File: config.mk
export PLATFORM = sky130hd
export DESIGN_NAME = alu_arbiter
export DESIGN_NICKNAME = d
export VERILOG_FILES = /design/src/rtl/alu_arb_pkg.sv /design/src/rtl/alu_arbiter_rr_arb2.sv /design/src/rtl/alu_arbiter.sv
export SDC_FILE = /design/constraint.sdc
export NUM_CORES = 1
export LEC_CHECK = 0
export ABC_AREA = 1
export CAP_MARGIN = 20
export CORE_MARGIN = 3
export CORE_UTILIZATION = 43
export DETAILED_ROUTE_END_ITERATION = 7
export HOLD_SLACK_MARGIN = 0.08
export PLACE_DENSITY = 0.86
export SLEW_MARGIN = 20
export SYNTH_ARGS = -nofsm -noshare
export SYNTH_HDL_FRONTEND = slang
export SYNTH_HIERARCHICAL = 1
export SYNTH_SLANG_ARGS = --single-unit
File: constraint.sdc
create_clock -name clk -period 4.9 [get_ports clk]
set_clock_uncertainty 0.15 [all_clocks]
set_input_delay 0.735 -clock clk [delete_from_list [all_inputs] [get_ports clk]]
set_output_delay 0.735 -clock clk [all_outputs]
set_load 0.01 [all_outputs]
File: src/rtl/alu_arb_pkg.sv
// Shared types and constants for the ALU arbiter: FSM states, ALU opcodes and
// the bit positions of the packed {carry, zero, overflow} flag triple.
package alu_arb_pkg;

    typedef enum logic {IDLE, EXEC} state_e;

    localparam logic [3:0] OP_AND = 4'b0000;
    localparam logic [3:0] OP_OR  = 4'b0001;
    localparam logic [3:0] OP_ADD = 4'b0010;
    localparam logic [3:0] OP_SUB = 4'b0110;
    localparam logic [3:0] OP_SLT = 4'b0111;
    localparam logic [3:0] OP_NOR = 4'b1100;
    localparam logic [3:0] OP_EQ  = 4'b1111;

    localparam int unsigned FLAG_OVF   = 0;
    localparam int unsigned FLAG_ZERO  = 1;
    localparam int unsigned FLAG_CARRY = 2;
    localparam int unsigned NUM_FLAGS  = 3;

endpackage

File: src/rtl/alu_arbiter_rr_arb2.sv
// Two-input round-robin grant, purely combinational. The pointer selects the
// winner only when both inputs request; the pointer register lives in the parent.
module rr_arb2 (
    input  logic [1:0] req,
    input  logic       ptr,
    output logic [1:0] gnt,
    output logic       gnt_idx,
    output logic       gnt_valid
);

    always_comb begin
        gnt = req;
        if (req == 2'b11) begin
            gnt = ptr ? 2'b10 : 2'b01;
        end
    end

    assign gnt_idx   = (req == 2'b11) ? ptr : req[1];
    assign gnt_valid = |req;

endmodule

File: src/rtl/alu_arbiter.sv
// Round-robin sequencer for a shared external ALU: grants one of two requesters,
// drives the ALU from registered operands, and parks result/flags in per-requester slots.
module alu_arbiter
    import alu_arb_pkg::*;
#(
    parameter int unsigned WIDTH = 32,
    parameter int unsigned SEL_W = 4
) (
    input  logic                   clk,
    input  logic                   rst_n,
    input  logic [1:0]             req_valid,
    output logic [1:0]             req_ready,
    input  logic [2*WIDTH-1:0]     req_a,
    input  logic [2*WIDTH-1:0]     req_b,
    input  logic [2*SEL_W-1:0]     req_sel,
    output logic [1:0]             resp_valid,
    input  logic [1:0]             resp_ready,
    output logic [2*WIDTH-1:0]     resp_result,
    output logic [2*NUM_FLAGS-1:0] resp_flags,
    output logic [WIDTH-1:0]       alu_a,
    output logic [WIDTH-1:0]       alu_b,
    output logic [SEL_W-1:0]       alu_sel,
    input  logic [WIDTH-1:0]       alu_out,
    input  logic                   alu_carry,
    input  logic                   alu_zero,
    input  logic                   alu_ovf
);

    state_e state_q, state_d;
    logic   ptr_q;
    logic   gidx_q;

    logic [1:0] eligible;
    logic [1:0] gnt;
    logic       gnt_idx;
    logic       gnt_valid;

    logic [WIDTH-1:0]     alu_a_q, alu_b_q;
    logic [SEL_W-1:0]     alu_sel_q;
    logic [1:0]           resp_valid_q;
    logic [WIDTH-1:0]     result_q [2];
    logic [NUM_FLAGS-1:0] flags_q  [2];
    logic [NUM_FLAGS-1:0] flags_d;

    // A slot being drained this cycle still counts as occupied: no bypass.
    assign eligible = req_valid & ~resp_valid_q;

    rr_arb2 u_rr_arb2 (
        .req       (eligible),
        .ptr       (ptr_q),
        .gnt       (gnt),
        .gnt_idx   (gnt_idx),
        .gnt_valid (gnt_valid)
    );

    always_ff @(posedge clk or negedge rst_n) begin
        if (!rst_n) begin
            state_q <= IDLE;
        end else begin
            state_q <= state_d;
        end
    end

    always_comb begin
        state_d = state_q;
        unique case (state_q)
            IDLE: if (gnt_valid) state_d = EXEC;
            EXEC: state_d = IDLE;
            default: state_d = IDLE;
        endcase
    end

    always_comb begin
        req_ready = '0;
        if (state_q == IDLE) begin
            req_ready = gnt;
        end
    end

    always_comb begin
        flags_d             = '0;
        flags_d[FLAG_CARRY] = alu_carry;
        flags_d[FLAG_ZERO]  = alu_zero;
        flags_d[FLAG_OVF]   = alu_ovf;
    end

    always_ff @(posedge clk or negedge rst_n) begin
        if (!rst_n) begin
            ptr_q        <= 1'b0;
            gidx_q       <= 1'b0;
            alu_a_q      <= '0;
            alu_b_q      <= '0;
            alu_sel_q    <= '0;
            resp_valid_q <= '0;
            result_q[0]  <= '0;
            result_q[1]  <= '0;
            flags_q[0]   <= '0;
            flags_q[1]   <= '0;
        end else begin
            if (state_q == IDLE && gnt_valid) begin
                alu_a_q   <= gnt_idx ? req_a[2*WIDTH-1:WIDTH] : req_a[WIDTH-1:0];
                alu_b_q   <= gnt_idx ? req_b[2*WIDTH-1:WIDTH] : req_b[WIDTH-1:0];
                alu_sel_q <= gnt_idx ? req_sel[2*SEL_W-1:SEL_W] : req_sel[SEL_W-1:0];
                gidx_q    <= gnt_idx;
            end
            for (int i = 0; i < 2; i++) begin
                if (resp_ready[i]) resp_valid_q[i] <= 1'b0;
            end
            // The captured slot was empty at grant, so this never races a drain.
            if (state_q == EXEC) begin
                resp_valid_q[gidx_q] <= 1'b1;
                result_q[gidx_q]     <= alu_out;
                flags_q[gidx_q]      <= flags_d;
                ptr_q                <= ~gidx_q;
            end
        end
    end

    assign resp_valid  = resp_valid_q;
    assign resp_result = {result_q[1], result_q[0]};
    assign resp_flags  = {flags_q[1], flags_q[0]};
    assign alu_a       = alu_a_q;
    assign alu_b       = alu_b_q;
    assign alu_sel     = alu_sel_q;

endmodule

==> results.cfg <==
[routing]
drc = 0
drt-total-wl_microns = 19800
route.detailed.vias_per_inst = 4.77
avgRoutedWirePerCell_microns = 15.4
drtAntennaViolNets = 0
drtPass1Iterations = 5
first_iter_violations = 378
num_vias = 6146

[synthesis]
synth.yosys.seq_area_share = 0.578
synthTopCellsByCount = nand2_1, dfrtp_1, o21ai_0
synth_top_family_by_area = simple AND/OR/NAND/NOR gates
synthTopCellsByArea = dfrtp_1, nand2_1, o21ai_0
synth_enable_flop_cells = 0
synth_area_in_compound_gates = 0.0598
ys.flop_type = dfrtp_1
mappedNetlistArea_sq_um = 6190
synth_cells = 799
synth_simple_gate_area_frac = 0.299
per_instance_average_area_after_synthesis_sq_um = 7.75
synth_adder_area_share = 0
synthXorXnorAreaFrac = 0
async_flop_share = 1.00
synth.largest_area_cell = dfrtp_1
synth.most_common_cell = nand2_1
flip_flop_and_latch_count_after_synthesis = 143
synth_cell_types = 14
post_synthesis_mux_area_share = 0
yosys.area.top_type_share = 0.578
syn_nets = 976
yosys_warnings = 6

[placed_design]
place_congestion = 0.825
worst_setup_slack_after_placement_ps = 1390
place.detailed.hpwl_microns = 13700
io_buffer_count = 318

[global_routing]
grt_antenna_before_repair = 0
wire_length_of_the_first_global_routing_pass_microns = 31100
grt.overflow.total = 0
globalRouteTotalUtil = 0.246
grt_pass1_vias = 6096
pin_count_of_the_biggest_net_entering_global_routing = 108

[pwr]
cellInternalPower_w = 0.00402
power.sequential.fraction = 0.327
power.net_switching_w = 0.00240
static-leakage-power_nw = 5.04
ir_worst_vdd_mv = 0.279
p_clk_frac = 0.203
power-per-cell-area_nw_per_um2 = 640
power.share.combinational = 0.471
net_switching_share_of_the_total_power = 0.374

[layout]
layout.core_utilization = 0.717
antenna-diode-count = 0
layout-drive-gt1-share = 0.0397
net_count_reported_at_finish = 1274
synthToLayoutAreaGrowth_pct = 62.1
nFillCells = 1046

[cts]
cts_setup_buffers = 0
clk_pin_slew_ps = 60
postCtsHoldBufs = 0
clockBufferDepth = 2
number_of_instances_resized_during_post_cts_repair = 0
cts.sinks = 143
htree_num_levels = 4
numCtsBuffers = 17
clock_insertion_delay_worst_skew_ps = 420
cts-root-buf = clkbuf_16
cts_tree = yes

[sta]
slew-limit-headroom = 0.349
finalWorstSetupSlack_ps = 1400
maxClockFrequency_mhz = 285
timing_worst_slew_pin_value_ps = 976
hold_viol_final = 0
timing.final.crit_share = 0.715
final_max_slew_viol_count = 0
setup_total_negative_slack_ps = 0
final_critical_period_ps = 3500
rsz0062_at_grt = false
setup-violations-final = 0

[critical_path]
cp-start-kind = input pin
worst-endpoint-arrival_ps = 2620
worst-endpoint-required_ps = 4010
timing.critical_path.to_type = output port
worst-setup-path-type = input pin to output port
critical_path_peak_fanout = 37

[die]
die_x_microns = 126
initial_core_util = 0.442
core_area_sq_um = 14000
die_area_sq_um = 15900
std_cell_rows = 43
fp.dieH_microns = 126
ios = 319

[outcome]
outcome = completed

[worst_hold_path]
worst_hold_path_type = input pin to asynchronous set/reset pin

[flow_run]
max-cap-violations = 0
placed cells by master (no fill, tap or decap):
cell and count:
clkinv_2 5, nor2_1 4, inv_6 2, inv_2 2
nand2_4 2, nand3_1 1, o21ai_0 73, bufinv_16 3
clkbuf_16 17, clkinvlp_4 3, nand2_1 482, a21oi_1 1
or2_1 1, clkdlybuf4s50_1 317, buf_4 5, nand2_2 2
clkinv_4 2, dfrtp_1 143, inv_1 43, buf_6 1
layout make-up:
| cell class | instances | area [sq um] | area share |
|---|---|---|---|
| Inverter | 46 | 174 | 0.0173 |
| Clock buffer | 17 | 425 | 0.0424 |
| Multi-Input combinational cell | 566 | 2240 | 0.223 |
| Tap cell | 180 | 225 | 0.0224 |
| Clock inverter | 14 | 168 | 0.0167 |
| Sequential cell | 143 | 3580 | 0.357 |
| Timing Repair Buffer | 323 | 3220 | 0.321 |
path summary, 6_finish.rpt:
path | depth (start not counted) | slack, ps | endpoint | start
setup / recovery | 9 | 1400 | req_ready[1] | req_valid[1]
hold / removal | 1 | 300 | alu_a[22] | rst_n
setup reg to reg | 9 | 2140 | alu_a[24] | resp_valid[1]
hold reg to reg | 2 | 330 | alu_a[19] | alu_a[19]
max in group asynchronous | 2 | 3240 | resp_result[14] | rst_n
min in group clk | 2 | 330 | alu_a[19] | alu_a[19]
power groups by stage:
stage | clock network (W) | logic (W) | registers [W]
floorplan | 0 | 0.00114 | 0.00233
global route | 0.00137 | 0.00333 | 0.00217
CTS | 0.00132 | 0.00306 | 0.00209
global placement | 0 | 0.00296 | 0.00207
finish | 0.00130 | 0.00302 | 0.00210
detailed placement | 0 | 0.00304 | 0.00208
per-stage QoR:
stage,total power (W),cell area (sq um),hold WS (ps),instances
floorplan,0.00348,6190,289,799
global placement,0.00503,9430,311,1258
detailed placement,0.00512,9430,314,1258
CTS,0.00647,10000,329,1289
global route,0.00687,10000,348,1289
finish,0.00642,10000,302,1289
state kept, by name, indices dropped and copies added (netlist names):
name         flops
alu_a           32
alu_b           32
alu_sel          4
gidx_q           1
ptr_q            1
resp_flags       6
resp_result     64
resp_valid       2
state_q          1
kinds of logic (layout without fill, tap and decap cells):
logic type	count (synthesis)	in the layout
AOI/OAI and AO/OA	74	74
buffers and inverters	90	400
DFF	143	143
and+or+nand+nor	492	492
critical path, cell delays in order:
cell	delay [ps]
clkdlybuf4s50_1	450
inv_1	30
nor2_1	170
nand3_1	120
nand2_2	60
buf_4	340
inv_1	70
nor2_1	90
clkdlybuf4s50_1	540
routing by layer:
metal / track usage / vias to the layer above / routed length (microns)
met1: 0.288 / 2821 / 7700
met3: 0.0797 / 41 / 1730
met4: 0.0852 / 0 / 522
met5: 0 / - / 0
met2: 0.427 / 279 / 9850
li1: - / 3005 / -
(Power assumes the default switching activity.)
